[src/rtl/aq_mode_pkg.sv]
// ============================================================================
// Module   : aq_mode_pkg
// Brief    : Shared select codes, mode count and FSM state type for the
//            aquarium mode select encoder.
// Revision : 1.0 - initial release
// ============================================================================
`default_nettype none

package aq_mode_pkg;

    localparam logic [4:0] SEL_IDLE  = 5'b00000;
    localparam logic [4:0] SEL_ERR   = 5'b11111;
    localparam int         NUM_MODES = 5;

    typedef enum logic [1:0] {
        IDLE   = 2'd0,
        HOLD   = 2'd1,
        ACTIVE = 2'd2,
        ERROR  = 2'd3
    } aq_state_t;

endpackage : aq_mode_pkg

`default_nettype wire

[src/rtl/aq_onehot_enc.sv]
// ============================================================================
// Module   : aq_onehot_enc
// Brief    : Combinational classifier/encoder for the 16-bit mode request.
//            AQ_PRIORITY_EN: multi-hot req[4:0] resolves to the lowest bit.
// Revision : 1.0 - initial release
// ============================================================================
`default_nettype none

module aq_onehot_enc
    import aq_mode_pkg::*;
(
    input  logic [15:0] i_req,
    output logic        o_legal,
    output logic        o_is_zero,
    output logic [3:0]  o_idx,
    output logic [4:0]  o_sel_code
);

    logic       w_upper_clr;
    logic       w_any_low;
    logic [3:0] w_low_idx;

    assign w_upper_clr = (i_req[15:NUM_MODES] == '0);
    assign w_any_low   = (i_req[NUM_MODES-1:0] != '0);
    assign o_is_zero   = (i_req == 16'h0000);

    // Descending scan so the lowest set bit is the one left standing.
    always_comb begin
        w_low_idx = 4'd0;
        for (int i = NUM_MODES - 1; i >= 0; i--) begin
            if (i_req[i]) begin
                w_low_idx = 4'(i);
            end
        end
    end

    assign o_idx      = w_low_idx;
    assign o_sel_code = w_any_low ? (5'b00001 << w_low_idx) : SEL_IDLE;

`ifdef AQ_PRIORITY_EN
    assign o_legal = w_upper_clr && w_any_low;
`else
    assign o_legal = w_upper_clr && $onehot(i_req[NUM_MODES-1:0]);
`endif

endmodule : aq_onehot_enc

`default_nettype wire

[src/rtl/aq_mode_select_encoder.sv]
// ============================================================================
// Module   : aq_mode_select_encoder
// Brief    : Registers the mux select code for a one-hot mode request, holds
//            off new requests for MIN_DWELL cycles and traps illegal ones.
//            Build option AQ_PRIORITY_EN (see aq_onehot_enc).
// Revision : 1.0 - initial release
// ============================================================================
`default_nettype none

module aq_mode_select_encoder
    import aq_mode_pkg::*;
#(
    parameter int MIN_DWELL = 4,
    parameter int DWELL_W   = 4,
    parameter int CNT_W     = 8
) (
    input  logic             clk,
    input  logic             rst_n,
    input  logic [15:0]      i_req,
    input  logic             i_req_valid,
    output logic             o_req_ready,
    input  logic             i_err_clr,
    output logic [4:0]       o_sel,
    output logic [3:0]       o_idx,
    output logic             o_sel_valid,
    output logic             o_err,
    output logic [CNT_W-1:0] o_err_cnt
);

    localparam logic [DWELL_W-1:0] c_DWELL_LOAD =
        (MIN_DWELL > 0) ? DWELL_W'(MIN_DWELL - 1) : '0;

    aq_state_t          r_state,   w_state_nxt;
    logic [4:0]         r_sel,     w_sel_nxt;
    logic [3:0]         r_idx,     w_idx_nxt;
    logic               r_sel_vld, w_sel_vld_nxt;
    logic [CNT_W-1:0]   r_err_cnt, w_err_cnt_nxt;
    logic [DWELL_W-1:0] r_dwell,   w_dwell_nxt;

    logic       w_legal;
    logic       w_is_zero;
    logic [3:0] w_enc_idx;
    logic [4:0] w_enc_sel;
    logic       w_xfer;

    aq_onehot_enc u_enc (
        .i_req      (i_req),
        .o_legal    (w_legal),
        .o_is_zero  (w_is_zero),
        .o_idx      (w_enc_idx),
        .o_sel_code (w_enc_sel)
    );

    assign o_req_ready = (r_state == IDLE) || (r_state == ACTIVE);
    assign w_xfer      = i_req_valid && o_req_ready;

    always_ff @(posedge clk or negedge rst_n) begin
        if (!rst_n) begin
            r_state   <= IDLE;
            r_sel     <= SEL_IDLE;
            r_idx     <= 4'd0;
            r_sel_vld <= 1'b0;
            r_err_cnt <= '0;
            r_dwell   <= '0;
        end else begin
            r_state   <= w_state_nxt;
            r_sel     <= w_sel_nxt;
            r_idx     <= w_idx_nxt;
            r_sel_vld <= w_sel_vld_nxt;
            r_err_cnt <= w_err_cnt_nxt;
            r_dwell   <= w_dwell_nxt;
        end
    end

    always_comb begin
        w_state_nxt   = r_state;
        w_sel_nxt     = r_sel;
        w_idx_nxt     = r_idx;
        w_sel_vld_nxt = 1'b0;
        w_err_cnt_nxt = r_err_cnt;
        w_dwell_nxt   = r_dwell;

        case (r_state)
            IDLE, ACTIVE: begin
                if (w_xfer) begin
                    w_sel_vld_nxt = 1'b1;
                    if (w_is_zero) begin
                        w_sel_nxt   = SEL_IDLE;
                        w_idx_nxt   = 4'd0;
                        w_state_nxt = IDLE;
                    end else if (w_legal) begin
                        w_sel_nxt = w_enc_sel;
                        w_idx_nxt = w_enc_idx;
                        if (MIN_DWELL > 0) begin
                            w_state_nxt = HOLD;
                            w_dwell_nxt = c_DWELL_LOAD;
                        end else begin
                            w_state_nxt = ACTIVE;
                        end
                    end else begin
                        // idx deliberately keeps the last accepted mode
                        w_sel_nxt   = SEL_ERR;
                        w_state_nxt = ERROR;
                        if (r_err_cnt != '1) begin
                            w_err_cnt_nxt = r_err_cnt + 1'b1;
                        end
                    end
                end
            end
            HOLD: begin
                if (r_dwell == '0) begin
                    w_state_nxt = ACTIVE;
                end else begin
                    w_dwell_nxt = r_dwell - 1'b1;
                end
            end
            ERROR: begin
                if (i_err_clr) begin
                    w_sel_nxt   = SEL_IDLE;
                    w_idx_nxt   = 4'd0;
                    w_state_nxt = IDLE;
                end
            end
            default: begin
                w_state_nxt = IDLE;
            end
        endcase
    end

    assign o_sel       = r_sel;
    assign o_idx       = r_idx;
    assign o_sel_valid = r_sel_vld;
    assign o_err       = (r_state == ERROR);
    assign o_err_cnt   = r_err_cnt;

endmodule : aq_mode_select_encoder

`default_nettype wire

[config.mk]
export PLATFORM = sky130hd
export DESIGN_NAME = aq_mode_select_encoder
export DESIGN_NICKNAME = d
export VERILOG_FILES = /design/src/rtl/aq_mode_pkg.sv /design/src/rtl/aq_onehot_enc.sv /design/src/rtl/aq_mode_select_encoder.sv
export SDC_FILE = /design/constraint.sdc
export NUM_CORES = 1
export LEC_CHECK = 0
export ABC_CLOCK_PERIOD_IN_PS = 2600
export CORE_UTILIZATION = 40
export DETAILED_ROUTE_END_ITERATION = 6
export PLACE_DENSITY = 0.68
export SLEW_MARGIN = 5
export SYNTH_ARGS = -nofsm -noshare
export SYNTH_HDL_FRONTEND = slang
export SYNTH_HIERARCHICAL = 1
export SYNTH_SLANG_ARGS = --single-unit
[constraint.sdc]
create_clock -name clk -period 2.6 [get_ports clk]
set_clock_uncertainty 0.15 [all_clocks]
set_input_delay 0.52 -clock clk [delete_from_list [all_inputs] [get_ports clk]]
set_output_delay 0.52 -clock clk [all_outputs]
set_load 0.02 [all_outputs]
**After elaboration in Yosys (flattened, before gate mapping)**

Cells that the tools add are included.

- Add/sub/neg operators: 6
- Equal/unequal tests: 12
- Shifts and indexed selects: 1
- Multiplexer cells: 29
- Bitwise operators: 2
- Reductions and logical operators: 16

Operator list:

| kind | number |
|---|---|
| two-way mux 4 bit | 8 |
| two-way mux 5 bit | 5 |
| logical NOT 16 bit | 1 |
| one-hot mux 4 bit (2 select lines) | 2 |
| two-way mux 3 bit | 5 |
| logical NOT 11 bit | 1 |
| two-way mux 2 bit | 5 |
| != test 2 bit (second input constant) | 5 |
| one-hot mux 5 bit (2 select lines) | 1 |
| AND reduction 5 bit | 2 |
| adder 8 x 1 -> 8 bit (second input constant) | 1 |
| != test 8 bit (second input constant) | 1 |
| one-hot mux 2 bit (3 select lines) | 1 |
| AND reduction 3 bit | 2 |
| nonzero test 5 bit | 1 |
| << shifter 1 x 3 -> 5 bit (first input constant) | 1 |
| adder 1 x 1 -> 2 bit | 2 |
| equality test 2 bit (second input constant) | 2 |
| logical NOT 4 bit | 1 |
| AND reduction 4 bit | 1 |
| nonzero test 2 bit | 2 |
| subtractor 4 x 1 -> 4 bit (second input constant) | 1 |
| adder 3 x 1 -> 3 bit | 1 |
| adder 3 bit | 1 |
| other kinds (10) | 13 |

- Register bits: 24
- Input port bits: 20
- Output and inout port bits: 20
- Word-level logic and storage cells: 72

**Logic depth before layout (Yosys ltp)**

Gate-level depths: netlist (run 1).

- Word-level depth: 11
- Mapped depth: 11
- Mapped depth without buffers: 10

**Hierarchy**

The synthesis (run 1) kept the hierarchy.

By module, submodules not included:

| module | times used | cells an instance | area each (µm²) | seq. area each (µm²) |
|---|---|---|---|---|
| aq_mode_select_encoder | 1 | 119 | 1222.4 | 600.6 |
| aq_onehot_enc | 1 | 31 | 240.2 | 0.0 |

**Worst setup path before layout (run 1)**

No wires, ideal clock.

- Kind: input-to-reg
- Start: in i_req[0]
- End: reg r_err_cnt[1] (netlist: o_err_cnt[1])
- Setup time: 0.125 ns
- Data arrival time: 3.426 ns
- Data required time: 2.325 ns
- Setup slack: -1.102 ns
- Stages on the path: 11
- Path buffers: 1
- Cell sequence: inv_1 -> fa_1 -> fa_1 -> inv_1 -> ha_1 -> or3_1 -> nor4_1 -> or4b_1 -> buf_2 -> a21o_1 -> mux2_4

- Word-level cells in the longest chain between the ends: 7
- Elaborated cells on any way between the ends: 9
- Classes of those cells: add/sub: 3; eq/ne: 1; bitwise: 2; reduce/logical: 3

Ends and longest elaborated chain:

| item | line | text |
|---|---|---|
| start: declaration | aq_mode_select_encoder.sv:19 | `input logic [15:0] i_req,` |
| adder 1 x 1 -> 2 bit | aq_onehot_enc.sv:43 | `assign o_legal = w_upper_clr && $onehot(i_req[NUM_MODES-1:0]);` |
| adder 3 bit | aq_onehot_enc.sv:43 |  |
| adder 3 x 1 -> 3 bit | aq_onehot_enc.sv:43 |  |
| equality test 3 x 1 -> 1 bit | aq_onehot_enc.sv:43 |  |
| logical AND 1 bit | aq_onehot_enc.sv:43 |  |
| net w_legal | aq_mode_select_encoder.sv:40 | `logic w_legal;` |
| inverter 1 bit (no source line) | n/a |  |
| AND reduction 5 bit (no source line) | n/a |  |
| end signal: assignment | aq_mode_select_encoder.sv:70 | `r_err_cnt <= w_err_cnt_nxt;` |
| end: declaration | aq_mode_select_encoder.sv:37 | `logic [CNT_W-1:0] r_err_cnt, w_err_cnt_nxt;` |

The timed path passes the listed nets, and every way through them passes these cells.
A chain may end at the register's enable or synchronous reset.

**Worst setup path in the final report (run 1)**

- Start: in i_req[3]
- End: reg r_err_cnt[1] (netlist: o_err_cnt[1])

The elaborated chain is that of the path after synthesis.

==> summary.md, run 1 <==
| Metric | Value |
|---|---|
| Status | complete, but fails checks |
| Violated checks | negative setup slack |
| Highest-count cells in the layout ignoring fill and taps | clkdlybuf4s50_1, dfrtp_1, buf_4 |
| Die span in x | 62.5 um |
| EDFF count, synth | 0 |
| I/O pins | 40 |
| Pint | 1.35 mW |
| WL per Instance | roughly 14 um |
| Reg2reg path depth | 4 |
| Worst EP arrival | 3.02 ns |
| Max rail drop VDD | 646 uV |
| Clock tree buffer depth | 2 |
| Synth warn | 6 |
| Fill cell count | 278 |
| PortBufs | 39 |
| Synth Cell Area | 1460 um^2 |
| CP max stage cell | fa_1 |
| Crit path launch | i_req[3] |
| Final nets | 242 |
| Cell Chain, Critical Path | buf_8 > inv_8 > fa_1 > fa_2 > inv_2 > ha_4 > or3_4 > nor4_4 > or4b_4 > a21o_1 > mux2_4 |
| CTS Buf Count | 3 |
| Setup WS pre-CTS | -1.30 ns |
| Setup crit end kind | flip-flop |
| CTS tree | yes |
| RR Startpoint | r_state[0] |
| Yosys top cell area share | a little over 40% |
| Switch share | 39.5% |
| Site Rows | 21 |
| Power per Cell Area | 985 nW/um^2 |
| Largest net degree at the start of global routing | 25 |
| Worst-Skew Late Latency | 0.32 ns |
| Gr usage total | between 20% and 30% |
| Initial antenna violation count | 0 |
| Critical Path RT | 2.67 ns |
| P_leak | 0.995 nW |
| Unique masters post-synth | 45 |
| First-pass GRT wire length | around 6300 um |
| Ranking of synthesized cells by area | dfrtp_1, inv_1, mux2_2 |
| Vias in the first global route | 1487 |
| Core Region | 3420 um^2 |
| Final setup vio count | 22 |
| Final core utilization | about two thirds |
| Tmin final | 2.95 ns |
| Flops & latches, synth | 24 |
| FMAX | 339 MHz |
| Total die area | 3900 um^2 |
| Critical path class | in -> reg |
| Hold bufs inserted after CTS | 0 |
| Critical Path Max Stage Delay | slightly below 0.5 ns |
| Period Utilization, post-route | 113% |
| Synthesized net count | 177 |
| Hold Crit Class | reg -> reg |
| Final worst slack | -0.351 ns |
| # DRC | 0 |
| Clock Sinks | 24 |
| Commonest non-fill, non-tap cell in the layout | clkdlybuf4s50_1 |
| P_sw | slightly below 0.9 mW |
| Placed cells | about 250 |
| Hold Path Origin | o_idx[1] |
| Layout area overhead | 54.5% |
| Crit Path Max Fanout | 5 |
| RSZ-0062 raised after global routing | true |
| # diodes | 0 |
| WL final | 3550 um |
| Post-DR vias/cell | 5.17 |
| MaxCap Viol Count | 0 |
| DRT Pass-1 Iters | 4 |
| Comb power frac | a little under three fifths |
| DRT iter0 DRCs | 48 |
| Ys async rst share | between 90% and 100% |
| Clock root buffer | clkbuf_4 |
| Share of layout cells above drive strength 1 | 29.0% |
| Clock share of power | around an eighth |
| Hold Crit Depth | 2 |
| Min Hold Slack | 0.382 ns |
| Part of the Yosys area used for sequential elements | 41.1% |
| Final Max Slew Viols | 0 |
| Antenna viol nets, final | 0 |
| Yosys top cell by area | dfrtp_1 |
| Avg Cell Area, Syn | between 9 and 10 um^2 |
| Final HPWL DP | about 2700 um |
| Final hold violation count | 0 |
| Seq pwr share | 32.4% |
| Starting density of the core | between 40% and 50% |
| Post-synthesis cell count | 150 |
| Startpoint types | input pin |
| Die height | ~62 um |
| Grt total ovfl | 0 |
| Final Power | 2.22 mW |
| Most used DFF post-synth | dfrtp_1 |
| Clock-pin slew on the worst setup and hold paths | between 0.1 and 0.15 ns |
| Vias after detailed routing | around 1300 |
| H-Tree Level Count | 1 |
| RePlAce Congestion | 0.821 |
| Layout Cells excl Fill | 260 |
-- stage by stage --
step                instance area (um^2)  TNS (ns)
CTS                                 2250     -5.48
finish                              2260     -5.85
global route                        2260     -7.61
floorplan                           1510    -10.54
global placement                    2090    -25.23
detailed placement                  2090    -25.90
-- critical path, delay by kind of cell --
kind,cells,cell delay (ns)
mux,1,0.30
simple gates,3,0.83
compound gates,1,0.13
buf+inv,3,0.19
fa+ha+maj,3,1.05
-- cell families (layout without fill, tap and decap cells) --
kind of cell | Yosys count | in the layout | share of synthesized area, %
simple gates | 47 | 47 | 20.3
compound gates | 30 | 30 | 13.2
buf+inv | 25 | 89 | 6.76
flops | 24 | 24 | 41.1
mux | 12 | 12 | 9.07
fa+ha+maj | 7 | 7 | 7.01
xor+xnor | 4 | 4 | 2.40
other cells | 1 | 1 | 0.256
-- power groups by stage --
stage | Sequential [mW] | Clock, mW | Combinational, mW
2_1_floorplan | 0.824 | 0 | 0.520
3_3_place_gp | 0.713 | 0 | 1.09
3_5_place_dp | 0.725 | 0 | 1.12
4_1_cts | 0.720 | 0.278 | 1.23
5_1_grt | 0.748 | 0.295 | 1.33
6_report | 0.722 | 0.279 | 1.22
-- worst paths after layout --
check / endpoint / slack, ns
min in group asynchronous: r_state[1] / 0.39
setup reg to reg: o_err_cnt[5] / 0.57
setup / recovery: o_err_cnt[1] / -0.35
hold / removal: o_idx[1] / 0.38
hold reg to reg: o_idx[1] / 0.38
max in group asynchronous: o_err_cnt[6] / 1.68
-- sequential cells by signal (all words and copies together), names as in the netlist --
| register | cells |
|---|---|
| o_err_cnt | 8 |
| o_sel | 5 |
| o_idx | 4 |
| r_dwell | 4 |
| r_state | 2 |
| o_sel_valid | 1 |
-- synthesized netlist by cell type (all sizes together), types with 2 or more instances --
| cell type | n |
|---|---|
| nor2 | 4 |
| or4 | 2 |
| a21o | 2 |
| ha | 5 |
| a211oi | 3 |
| o22a | 2 |
| xor2 | 3 |
| nand2b | 4 |
| or3 | 3 |
| inv | 22 |
| dfrtp | 24 |
| nor4 | 3 |
| or4b | 2 |
| nor3 | 5 |
| fa | 2 |
| a21oi | 11 |
| buf | 2 |
| o21ai | 3 |
| and4 | 3 |
| a31oi | 3 |
| nand2 | 9 |
| mux2 | 7 |
| mux2i | 5 |
| nand3 | 4 |
| nor3b | 3 |
-- cell type report --
type                       instances  area [um^2]  area share, %
multi-input combinational        101          867           38.4
tap                               46         57.6           2.55
inverter                          22         92.6           4.10
clock inverter                     1         30.0           1.33
clock buffer                       3         22.5          0.997
sequential                        24          601           26.6
timing repair buffer              63          589           26.1
-- what timing repair did --
item	CTS	global route
pin swaps	13	1
endpoints found under the hold margin	0	0
buffers inserted	4	1
gates resized for setup	37	1
endpoints found under the setup margin	22	22
-- per-layer routing --
| layer | track usage, % | vias up | part of all wire [%] |
|---|---|---|---|
| li1 | - | 657 | - |
| met3 | 2.55 | 6 | 2.8 |
| met2 | 38.5 | 21 | 52 |
| met4 | 4.36 | 0 | 1.1 |
| met5 | 0 | - | 0 |
| met1 | 23.3 | 661 | 44 |
Note: power is estimated with default switching activity, not from simulation.
==> run 2: changes to the inputs <==
Settings changed: PLACE_DENSITY 0.68 to not set, PLACE_DENSITY_LB_ADDON set to 0.05.
==> run 2 against run 1 <==
The flow still finishes with violations (negative setup slack); worst setup slack worse by 0.020 ns; critical path type unchanged; combinational power hardly changed; design area increased by 2.4%; die area did not move; clock-buffer cell count is the same; final cell count up 0.77%.
==> summary.md, run 2 (synthesis results as in run 1) <==
| Metric | Value |
|---|---|
| RePlAce Congestion | 0.827 (was 0.821) |
| Antenna viol nets, final | 0 (unchanged) |
| Layout Cells excl Fill | 262 (was 260) |
| I/O pins | 40 (unchanged) |
| DRT iter0 DRCs | 74 (was 48) |
| Placed cells | 251 (was 252) |
| Final HPWL DP | 2610 um (was 2720 um) |
| Hold bufs inserted after CTS | 0 (unchanged) |
| H-Tree Level Count | 1 (unchanged) |
| Worst-Skew Late Latency | 0.32 ns (about the same) |
| RSZ-0062 raised after global routing | true (unchanged) |
| # DRC | 0 (unchanged) |
| Post-DR vias/cell | 5.18 (was 5.17) |
| Final nets | 244 (was 242) |
| # diodes | 0 (unchanged) |
| DRT Pass-1 Iters | 4 (unchanged) |
| Hold Crit Class | reg -> reg (unchanged) |
| Power per Cell Area | 952 nW/um^2 (was 985 nW/um^2) |
| Share of layout cells above drive strength 1 | 31.0% (was 29.0%) |
| Clock-pin slew on the worst setup and hold paths | 0.14 ns (about the same) |
| Critical Path RT | 2.68 ns (was 2.67 ns) |
| Largest net degree at the start of global routing | 25 (unchanged) |
| MaxCap Viol Count | 0 (unchanged) |
| Core Region | 3420 um^2 (unchanged) |
| Clock root buffer | clkbuf_4 (unchanged) |
| Die height | 62.5 um (unchanged) |
| First-pass GRT wire length | 6360 um (was 6330 um) |
| Clock Sinks | 24 (unchanged) |
| WL per Instance | 14.0 um (was 13.6 um) |
| Fill cell count | 277 (was 278) |
| CTS Buf Count | 3 (unchanged) |
| Gr usage total | 20.3% (was 20.0%) |
| Startpoint types | input pin (unchanged) |
| P_leak | 1.01 nW (was 0.995 nW) |
| Status | complete, but fails checks (unchanged) |
| Final Max Slew Viols | 0 (unchanged) |
| Total die area | 3900 um^2 (unchanged) |
| Highest-count cells in the layout ignoring fill and taps | clkdlybuf4s50_1, dfrtp_1, buf_4 (unchanged) |
| Violated checks | negative setup slack (unchanged) |
| Min Hold Slack | 0.360 ns (was 0.382 ns) |
| Register area | 601 um^2 (unchanged) |
| WL final | 3680 um (was 3550 um) |
| PortBufs | 39 (unchanged) |
| Vias in the first global route | 1420 (was 1487) |
| Die span in x | 62.5 um (unchanged) |
| Final setup vio count | 22 (unchanged) |
| Worst EP arrival | 3.05 ns (was 3.02 ns) |
| Period Utilization, post-route | 114% (was 113%) |
| Largest register FFs | 8 (unchanged) |
| Layout area overhead | 58.2% (was 54.5%) |
| Max rail drop VDD | 521 uV (was 646 uV) |
| Commonest non-fill, non-tap cell in the layout | clkdlybuf4s50_1 (unchanged) |
| Tmin final | 2.97 ns (was 2.95 ns) |
| Setup crit end kind | flip-flop (unchanged) |
| Multi-input gate area in the final layout | 895 um^2 (was 867 um^2) |
| Initial antenna violation count | 0 (unchanged) |
| Site Rows | 21 (unchanged) |
| CTS tree | yes (unchanged) |
| Starting density of the core | 42.8% (unchanged) |
| Final hold violation count | 0 (unchanged) |
| Vias after detailed routing | 1356 (was 1345) |
| Critical path class | in -> reg (unchanged) |
| Grt total ovfl | 0 (unchanged) |
| Clock tree buffer depth | 2 (unchanged) |
| Final worst slack | -0.371 ns (was -0.351 ns) |
| Crit Path Max Fanout | 3 (was 5) |
| FMAX | 337 MHz (was 339 MHz) |
## run 2: final cells by class
cell class | instances | share of cell area [%]
clock buffer | 3 | 0.973
clock inverter | 1 | 1.30
inverter | 22 | 4.00
multi-input combinational | 101 | 38.7
sequential | 24 | 26.0
tap | 46 | 2.49
timing repair buffer | 65 | 26.6
## run 2: repair_timing
action / in CTS / in global routing
setup endpoints to repair: 22 / 22
resized for setup: 32 / 10
setup buffers: 5 / 2
pin swaps: 13 / 6
## run 2: final timing paths
path / start / end / slack, ns / cells past startpoint
setup / recovery: i_req[3] / r_dwell[2] / -0.37 / 13
hold / removal: r_dwell[0] / r_dwell[0] / 0.36 / 1
setup reg to reg: r_state[0] / o_err_cnt[5] / 0.57 / 4
hold reg to reg: r_dwell[0] / r_dwell[0] / 0.36 / 1
max in group asynchronous: rst_n / o_sel[4] / 1.66 / 2
min in group asynchronous: rst_n / r_state[0] / 0.39 / 2
## run 2: routing by layer
metal | up-vias | wire length [um] | track usage [%]
li1 | 659 | - | -
met1 | 667 | 1550 | 24.4
met2 | 24 | 1990 | 37.6
met3 | 6 | 83 | 3.65
met4 | 0 | 50 | 4.07
met5 | - | 0 | 0
## run 2: worst max-delay path, stage by stage
cell     delay (ns)
buf_8          0.09
inv_8          0.03
fa_1           0.49
fa_2           0.37
inv_2          0.07
ha_4           0.19
or3_4          0.39
nor4_4         0.20
buf_4          0.17
nor3b_4        0.23
buf_4          0.15
a31o_2         0.10
a21oi_1        0.06
## run 2: where the power goes
group | switching (mW) | total [mW] | internal [mW] | leakage [nW]
clock | 0.115 | 0.271 | 0.156 | 0.0279
combinational | 0.593 | 1.21 | 0.618 | 0.692
sequential | 0.180 | 0.719 | 0.539 | 0.289
total | 0.888 | 2.20 | 1.31 | 1.01
## run 2: per-stage QoR
step	util, %	TNS [ns]	total power [mW]	area (um^2)	setup WS [ns]
6_report	67.7	-6.46	2.20	2310	-0.371
5_1_grt	67.7	-7.96	2.35	2310	-0.446
4_1_cts	65.9	-5.35	2.17	2250	-0.341
3_5_place_dp	60.8	-25.86	1.82	2080	-1.30
3_3_place_gp	60.8	-24.75	1.80	2080	-1.22
2_1_floorplan	-	-10.54	1.34	1510	-0.721
